`src/rtl/fetch_stage.sv`:
```
// Instruction-fetch stage: owns the architectural PC, runs the imem req/ready
// handshake and feeds IF/ID, with stall freezing and redirect squashing.
module fetch_stage #(
  parameter logic [63:0] RESET_PC = 64'h0,
  parameter logic [31:0] NOP      = 32'h0000_0013
) (
  input  logic        clk,
  input  logic        rst,
  input  logic        stall,
  input  logic        redirect,
  input  logic [63:0] redirect_target,
  output logic        imem_req,
  output logic [63:0] imem_addr,
  input  logic        imem_ready,
  input  logic [31:0] imem_rdata,
  output logic [31:0] instruction_out,
  output logic [63:0] pc_out,
  output logic        valid_out
);

  typedef enum logic [1:0] {
    S_START = 2'd0,
    S_WAIT  = 2'd1,
    S_DROP  = 2'd2,
    S_HOLD  = 2'd3
  } state_e;

  state_e      state_q, state_d;
  logic [63:0] pc_q, pc_d;
  logic [63:0] req_addr_q, req_addr_d;
  logic [31:0] buf_instr_q, buf_instr_d;
  logic [63:0] buf_pc_q, buf_pc_d;
  logic [31:0] instr_q, instr_d;
  logic [63:0] pc_out_q, pc_out_d;
  logic        valid_q, valid_d;
  logic [63:0] target_w;

  function automatic logic [63:0] pc_inc(input logic [63:0] a);
    return a + 64'd4;
  endfunction

  function automatic logic [63:0] word_align(input logic [63:0] a);
    return a & ~64'h3;
  endfunction

  assign target_w  = word_align(redirect_target);
  assign imem_req  = (state_q == S_WAIT) || (state_q == S_DROP);
  assign imem_addr = req_addr_q;

  assign instruction_out = instr_q;
  assign pc_out          = pc_out_q;
  assign valid_out       = valid_q;

  always_comb begin
    state_d     = state_q;
    pc_d        = pc_q;
    req_addr_d  = req_addr_q;
    buf_instr_d = buf_instr_q;
    buf_pc_d    = buf_pc_q;
    instr_d     = instr_q;
    pc_out_d    = pc_out_q;
    valid_d     = valid_q;

    // Bubble unless IF/ID is frozen; a redirect always bubbles, even under stall.
    if (!stall || redirect) begin
      valid_d = 1'b0;
      instr_d = NOP;
    end

    case (state_q)
      S_START: begin
        state_d    = S_WAIT;
        req_addr_d = pc_q;
      end

      S_WAIT: begin
        if (redirect) begin
          pc_d = target_w;
          // A request that completes now can be retired and re-aimed at once;
          // otherwise the pending handshake must finish before we re-aim.
          if (imem_ready) begin
            req_addr_d = target_w;
          end else begin
            state_d = S_DROP;
          end
        end else if (imem_ready) begin
          pc_d = pc_inc(req_addr_q);
          if (!stall) begin
            instr_d    = imem_rdata;
            pc_out_d   = req_addr_q;
            valid_d    = 1'b1;
            req_addr_d = pc_inc(req_addr_q);
          end else begin
            buf_instr_d = imem_rdata;
            buf_pc_d    = req_addr_q;
            state_d     = S_HOLD;
          end
        end
      end

      S_DROP: begin
        if (redirect) begin
          pc_d = target_w;
        end
        if (imem_ready) begin
          req_addr_d = redirect ? target_w : pc_q;
          state_d    = S_WAIT;
        end
      end

      S_HOLD: begin
        if (redirect) begin
          pc_d       = target_w;
          req_addr_d = target_w;
          state_d    = S_WAIT;
        end else if (!stall) begin
          instr_d    = buf_instr_q;
          pc_out_d   = buf_pc_q;
          valid_d    = 1'b1;
          req_addr_d = pc_q;
          state_d    = S_WAIT;
        end
      end

      default: begin
        state_d = S_START;
      end
    endcase
  end

  always_ff @(posedge clk or negedge rst) begin
    if (!rst) begin
      state_q     <= S_START;
      pc_q        <= RESET_PC;
      req_addr_q  <= RESET_PC;
      buf_instr_q <= 32'h0;
      buf_pc_q    <= 64'h0;
      instr_q     <= NOP;
      pc_out_q    <= 64'h0;
      valid_q     <= 1'b0;
    end else begin
      state_q     <= state_d;
      pc_q        <= pc_d;
      req_addr_q  <= req_addr_d;
      buf_instr_q <= buf_instr_d;
      buf_pc_q    <= buf_pc_d;
      instr_q     <= instr_d;
      pc_out_q    <= pc_out_d;
      valid_q     <= valid_d;
    end
  end

endmodule

```
`config.mk`:
```
export PLATFORM = sky130hd
export DESIGN_NAME = fetch_stage
export DESIGN_NICKNAME = d
export VERILOG_FILES = /design/src/rtl/fetch_stage.sv
export SDC_FILE = /design/constraint.sdc
export NUM_CORES = 1
export LEC_CHECK = 0
export CAP_MARGIN = 25
export CELL_PAD_IN_SITES_DETAIL_PLACEMENT = 1
export CELL_PAD_IN_SITES_GLOBAL_PLACEMENT = 1
export CORE_ASPECT_RATIO = 1.2
export CORE_MARGIN = 8
export CORE_UTILIZATION = 40
export CTS_CLUSTER_SIZE = 20
export DETAILED_ROUTE_END_ITERATION = 7
export DONT_BUFFER_PORTS = 1
export HOLD_SLACK_MARGIN = 0.1
export PLACE_DENSITY = 0.72
export SLEW_MARGIN = 20
export SYNTH_ARGS = -nofsm -noshare
export SYNTH_HDL_FRONTEND = slang
export SYNTH_SLANG_ARGS = --single-unit
```
`constraint.sdc`:
```
create_clock -name clk -period 6.45 [get_ports clk]
set_input_delay 0.645 -clock clk [delete_from_list [all_inputs] [get_ports clk]]
set_output_delay 0.645 -clock clk [all_outputs]
set_load 0.1 [all_outputs]
```
---- After elaboration in Yosys (flattened, before gate mapping) ----
Cells that the tools add are included.
storage, ports and cells
  bits of input ports ..................... 101
  logic and storage cells ................. 75
  register bits after elaboration ......... 323
  output and inout port bits .............. 162
cells by class
  bitwise operators ....................... 1
  muxes and demuxes ....................... 39
  add/sub/neg operators ................... 1
  reduce and logical (&&, ||, !) cells .... 12
  eq/ne operators ......................... 14
operators by type and width
  kind                     number
  $mux W64                 15
  $pmux W64 S2             2
  $pmux W64 S4             1
  $mux W32                 6
  $add A64 B3 Y64 const B  1
  $pmux W32 S2             1
  $ne A3 B3 Y1 const B     5
  $mux W2                  7
  $ne A2 B2 Y1 const B     6
  $pmux W2 S4              1
  $reduce_and A4 Y1        2
  $reduce_and A6 Y1        1
  $mux W1                  5
  $reduce_and A5 Y1        1
  $eq A2 B2 Y1 const B     2
  $reduce_bool A2 Y1       2
  $eq A2 B1 Y1 const B     1
  $logic_not A2 Y1         1
  $logic_or A1 B1 Y1       2
  $pmux W1 S2              1
  $reduce_and A2 Y1        1
  $reduce_or A2 Y1         1
  $logic_not A1 Y1         1
  $not A1 Y1               1

---- Depth between registers and ports, before layout ----
Gate-level depths: netlist of run 1.
  depth in word-level cells ............... 7
  depth in mapped cells ................... 11
  mapped depth without buffers ............ 8

---- Worst setup path after synthesis of run 1 ----
Ideal clock, no wire load.
  kind .................................... reg2reg
  start ................................... register req_addr_q[9], in the netlist imem_addr[9]
  end ..................................... register pc_q[56]
  arrival ................................. 3.265 ns
  setup time .............................. 0.127 ns
  buffers on the path ..................... 3
  clock period less this slack ............ 3.392 ns
  setup slack ............................. 3.058 ns
  cell stages (with the launch flop) ...... 10
  data required time ...................... 6.323 ns
  cells stage by stage .................... dfrtp_1 -> buf_2 -> nand3_1 -> or3_1 -> buf_6 -> or4_1 -> buf_2 -> or4b_4 -> xor2_1 -> o21ai_2
on the way
  longest elaborated chain between the ends .. 4
ends and longest elaborated chain
  what                      line  source
  start: declaration        30    logic [63:0] req_addr_q, req_addr_d;
  start signal: assignment  144   req_addr_q <= req_addr_d;
  $add A64 B3 Y64           39    return a + 64'd4;
  $mux W64                  86    end else if (imem_ready) begin
  $mux W64                  77    if (redirect) begin
  $pmux W64 S2              70    case (state_q)
  end signal: assignment    143   pc_q <= pc_d;
  end: declaration          29    logic [63:0] pc_q, pc_d;
No other way between the ends. The select of a mux whose other input is x is not followed.
A chain may end at the register's enable or synchronous reset.

---- Worst setup path in the final report of run 1 ----
  start ................................... register req_addr_q[3], in the netlist imem_addr[3]
  end ..................................... register req_addr_q[60], in the netlist imem_addr[60]
on the way
  longest elaborated chain between the ends .. 5
ends and longest elaborated chain
  what             line  source
  $add A64 B3 Y64  39
  $mux W64         88    if (!stall) begin
  $mux W64         86
  $mux W64         77
  $pmux W64 S4     70
No other way between the ends. The select of a mux whose other input is x is not followed.

==> results of run 1 <==
[synthesized netlist by cell type (7+ instances only)]
master    number  area share
dfrtp_1      320        0.48
nor2_1       169       0.038
a21oi_1      160       0.048
clkbuf_1     127       0.029
o21ai_0      115       0.034
mux2_2        93       0.063
nand2_1       84       0.019
mux2i_1       68       0.041
inv_1         61       0.014
o22ai_1       61       0.023
xnor2_1       38       0.020
nor3_1        37       0.011
a222oi_1      34       0.020
a22oi_1       34       0.015
nand3_1       31      0.0093
nand4_1       31       0.012
a221oi_1      27       0.014
and3_1        20      0.0075
buf_1         17      0.0038
or3_1         17      0.0064
nor4_1        16      0.0060
xor2_1        15      0.0079
o31ai_1       13      0.0058
a31oi_1       12      0.0045
a211oi_1      10      0.0045
o21a_1        10      0.0045
o221ai_1       9      0.0047
nand2b_1       7      0.0026
[stage by stage]
| step | std cells | instance area [sq um] | hold slack, ns | worst slack [ns] |
|---|---|---|---|---|
| finish | 2299 | 19400 | -0.202 | 2.43 |
| global route | 2299 | 19400 | -0.233 | 2.30 |
| CTS | 2288 | 19200 | -0.236 | 2.45 |
| detailed placement | 2222 | 17800 | 0.365 | 2.46 |
| global placement | 2197 | 17400 | 0.365 | 2.52 |
| floorplan | 1736 | 16700 | 0.349 | 3.06 |
[logic make-up after synthesis]
group / Yosys count
mux: 161
fa+ha+maj: 5
buf+inv: 214
xor+xnor: 53
flops: 323
simple gates: 443
compound gates: 537
[timing repair]
item / in CTS / in global routing
setup buffers: 0 / 0
endpoints found under the setup margin: 0 / 0
hold endpoints to repair: 323 / 323
[final timing paths]
check,startpoint,depth (start not counted),end,slack (ns)
max,imem_addr[3],7,imem_addr[60],2.43
min,rst,0,instruction_out[10],-0.20
max reg2reg,imem_addr[3],7,imem_addr[60],2.43
min reg2reg,buf_pc_q[47],2,buf_pc_q[47],0.49
max in group asynchronous,rst,0,pc_q[41],5.85
min in group clk,redirect,1,valid_out,0.16
[final cells by class]
| class | count | area [sq um] | share of cell area |
|---|---|---|---|
| Clock buffer | 49 | 1070 | 0.0555 |
| Sequential cell | 323 | 8090 | 0.418 |
| Timing Repair Buffer | 103 | 1110 | 0.0571 |
| Clock inverter | 17 | 248 | 0.0128 |
| Inverter | 62 | 233 | 0.0120 |
| Tap cell | 546 | 683 | 0.0353 |
| Multi-Input combinational cell | 1199 | 7930 | 0.409 |
[registers in the layout, indices dropped and copies added, names as in the netlist]
name and flops:
imem_addr 64, buf_pc_q 64, pc_out 64, instruction_out 32, state_q 2, buf_instr_q 32, valid_out 1, pc_q 64
[metal layers]
layer	wire length [um]	vias up	GRT usage
met3	5420	122	0.0748
met4	2210	0	0.0988
met5	0	-	0
met2	29500	520	0.409
met1	24400	7550	0.298
li1	-	6397	-
[worst register-to-register path, stage by stage (launching register included)]
cell and delay (ns):
dfrtp_1 1.06, ha_1 0.37, nand2_1 0.15, or3_1 0.62, or4_1 0.77, nor4_1 0.55, a311oi_1 0.18, o22a_2 0.22
[cells in the final DEF (no fill, tap or decap), drive strengths merged, types with 54 or more instances in the layout]
| master | Yosys | final |
|---|---|---|
| a21oi | 160 | 160 |
| buf | 24 | 98 |
| o21ai | 119 | 119 |
| nand2 | 84 | 84 |
| nor2 | 169 | 169 |
| clkbuf | 128 | 54 |
| o22ai | 61 | 61 |
| dfrtp | 320 | 320 |
| mux2 | 93 | 93 |
| mux2i | 68 | 68 |
| inv | 61 | 62 |
==> impl_metrics.csv, run 1 <==
group,metric,value,unit
yosys,synthArstFlopShare,1.00,
timing,rsz0062_at_grt,"false",
place,io_buffers,0,
yosys,syn-cell-area,16700,sq um
timing,setup_violations,0,
clock_tree,cts_buffers,37,
drt,viasPerCell,6.35,
floorplanning,std_cell_rows,82,
place,hpwl,39.8,mm
critical_path,required,6.89,ns
timing,drv_slew,0,
drt,drc_errors,0,
critical_path,worstSetupStartpointType,"register",
floorplanning,io_pins,263,
clock_tree,cts_buffer_depth,3,
clock_tree,h-tree-depth,2,
yosys,syn-instance-count,1736,
yosys,ys_seq_area_frac,0.484,
yosys,synth.area.mux_share,0.103,
floorplanning,dieArea,48600,sq um
timing,worst_slew_pin_slew,1.10,ns
timing,timing.final.crit_share,0.624,
clock_tree,cts.repair.resized,0,
drt,postRouteAntennaNets,0,
place,finalWeightedCongestion,0.855,
critical_path,cp_top_family,"simple AND/OR/NAND/NOR gates",
critical_path,max_stage_delay,1.06,ns
drt,drtPass1Iterations,6,
finish,drive_gt1_frac,0.159,
drt,routed-via-count,14589,
yosys,synth_top_family_by_area,"compound AO/OA/AOI/OAI gates",
clock_tree,cts_num_sinks,323,
clock_tree,path_clk_slew,0.06,ns
finish,antenna_cells,0,
drt,drt_iter0_drc,1019,
critical_path,path_cells,"ha_1 > nand2_1 > or3_1 > or4_1 > nor4_1 > a311oi_1 > o22a_2",
yosys,ys.flop_type,"dfrtp_1",
global_route,grt_use_total,0.247,
min_path,min_path_type,"primary input to async pin",
yosys,yosys.area_share.simple,0.126,
finish,fin_util,0.466,
critical_path,endpoint_kind,"register",
yosys,synth-edff-count,0,
floorplanning,fp.dieH,240,um
timing,slew_headroom,0.266,
global_route,grt_pass1_wl,94.4,mm
clock_tree,clk-insertion-delay-late,0.57,ns
yosys,synth_cell_types,67,
floorplanning,core,41600,sq um
timing,whs,-0.202,ns
critical_path,crit_type,"register to register",
timing,min_period,4.02,ns
global_route,antenna_found_initial,0,
drt,wl_per_cell,26.7,um
global_route,grt_pass1_vias,15593,
timing,hold_violations,260,
yosys,yosys_warnings,0,
yosys,synth_nets,1842,
yosys,synth_compound_area_frac,0.206,
critical_path,cp_slowest_cell,"dfrtp_1",
drt,wl,61.5,mm
finish,finalNetCount,1832,
yosys,synthXorXnorAreaFrac,0.0278,
global_route,grt_max_degree,324,
status,violations,"negative hold slack",
global_route,grt_remaining_overflow,0,
timing,final.setup.tns,0,ns
critical_path,worstPathArrival,4.46,ns
status,outcome,"finished with violations",
floorplanning,die_x,203,um
finish,num-fill-cells,4646,
finish,syn2layout_area_growth,15.8,%
clock_tree,cts_tree,"yes",
clock_tree,cts-root-buf,"clkbuf_16",
timing,final.setup_skew,0.0232,ns
run,cap_violations,0,
yosys,synth_seq_cells,323,
critical_path,crit_buf_inv,0,
timing,clock.fmax,249,MHz
yosys,syn_area_per_cell,9.63,sq um
critical_path,cp_max_fo,9,
floorplanning,start_util,0.402,
yosys,synthAdderAreaFrac,0.00374,
Power of run 1 is not shown: default switching activity piles up to over one toggle a cycle in this logic, so the estimate is an artifact.
==> inputs of run 2 (changes only) <==
==> constraint.sdc (replaced) <==
create_clock -name clk -period 3.8 [get_ports clk]
set_input_delay 0.38 -clock clk [delete_from_list [all_inputs] [get_ports clk]]
set_output_delay 0.38 -clock clk [all_outputs]
set_load 0.1 [all_outputs]
==> impl_metrics.csv, run 2 (synthesis gave the netlist of run 1 again) <==
group,metric,value,unit
timing,min_period,3.33,ns
clock_tree,path_clk_slew,0.07,ns
drt,wl_per_cell,27.5,um
drt,drc_errors,0,
drt,drt_iter0_drc,1252,
critical_path,reg2reg_setup_slack,0.47,ns
finish,final_common_cell,"dfrtp_1",
clock_tree,clk-insertion-delay-late,0.58,ns
finish,finalNetCount,1944,
global_route,grt_pass1_vias,16354,
finish,final_cell_mix,"dfrtp_1, nor2_1, a21oi_1",
global_route,grt_pass1_wl,102,mm
critical_path,critPathLaunch,"state_q[0]",
clock_tree,cts_buffer_depth,3,
floorplanning,io_pins,263,
drt,wl,66.6,mm
status,violations,"negative hold slack, max-slew violations",
status,outcome,"finished with violations",
drt,postRouteAntennaNets,0,
timing,drv_slew,121,
critical_path,r2r-end,"imem_addr[52]",
place,hpwl,41.8,mm
critical_path,cp-endpoint,"imem_addr[52]",
finish,drive_gt1_frac,0.161,
clock_tree,cts_hold_buf,101,
clock_tree,cts_tree,"yes",
place,io_buffers,0,
clock_tree,cts_buffers,38,
critical_path,crit_type,"register to register",
clock_tree,cts.repair.resized,0,
timing,timing.final.crit_share,0.876,
floorplanning,std_cell_rows,82,
floorplanning,die_x,203,um
floorplanning,core,41600,sq um
drt,routed-via-count,15359,
timing,final.setup_skew,0.0284,ns
clock_tree,cts_num_sinks,323,
finish,fin_util,0.486,
min_path,min_path_type,"primary input to async pin",
timing,worst_slew_pin_slew,1.79,ns
floorplanning,start_util,0.402,
timing,slew_headroom,-0.192,
floorplanning,dieArea,48600,sq um
timing,final.setup.tns,0,ns
critical_path,required,4.28,ns
clock_tree,h-tree-depth,2,
global_route,grt_use_total,0.269,
global_route,grt_max_degree,324,
critical_path,worstSetupStartpointType,"register",
global_route,grt_remaining_overflow,0,
critical_path,worstPathArrival,3.82,ns
floorplanning,fp.dieH,240,um
global_route,antenna_found_initial,4,
place,finalWeightedCongestion,0.880,
timing,setup_violations,0,
timing,whs,-0.484,ns
drt,viasPerCell,6.34,
clock_tree,cts-root-buf,"clkbuf_16",
critical_path,ff2ff_path_depth,7,
critical_path,r2r_start,"state_q[0]",
timing,rsz0062_at_grt,"false",
clock_tree,postCtsSetupBuffers,0,
timing,clock.fmax,300,MHz
timing,hold_violations,321,
drt,drtPass1Iterations,6,
run,cap_violations,0,
critical_path,cp_max_fo,18,
finish,syn2layout_area_growth,20.8,%
critical_path,endpoint_kind,"register",
[run 2: area by class of cell]
type	count	area (sq um)
diodes	7	17.5
clock buffers	51	1120
clock inverters	19	234
fillers	4514	21400
inverters	62	233
multi-input cells	1199	7890
flip-flops and latches	323	8090
well taps	546	683
repair buffers	214	1930
[run 2: metal layers]
layer,up-vias,track usage,wire (um)
met2,650,0.441,31900
met3,172,0.0693,5500
li1,6623,-,-
met1,7914,0.329,26400
met4,0,0.128,2800
met5,-,0,0
[run 2: metrics by stage]
stage / hold slack [ns] / worst slack [ns] / std cells / cell area, sq um
2_1_floorplan: 0.0844 / 0.408 / 1736 / 16700
3_3_place_gp: 0.101 / 0.826 / 2237 / 17700
3_5_place_dp: 0.100 / 0.668 / 2237 / 17700
4_1_cts: -0.505 / 0.643 / 2408 / 20100
5_1_grt: -0.504 / 0.392 / 2419 / 20200
6_report: -0.484 / 0.470 / 2421 / 20200
[run 2: how the worst min path moves through the flow]
stage	slack [ns]	end
2_1_floorplan	0.08	buf_instr_q[0]
3_3_place_gp	0.10	buf_instr_q[16]
3_5_place_dp	0.10	instruction_out[10]
4_1_cts	-0.51	instruction_out[10]
5_1_grt	-0.50	instruction_out[10]
6_report	-0.48	instruction_out[10]
[run 2: critical path, cell delays in order, from the launching register on]
cell and delay (ns):
dfrtp_1 0.46, ha_1 0.28, nor2_1 0.48, o22a_2 0.50, nand2_1 0.61, a221oi_1 0.54
o21ai_0 0.23, o211ai_1 0.13
Power of run 2 is left out for the same reason.
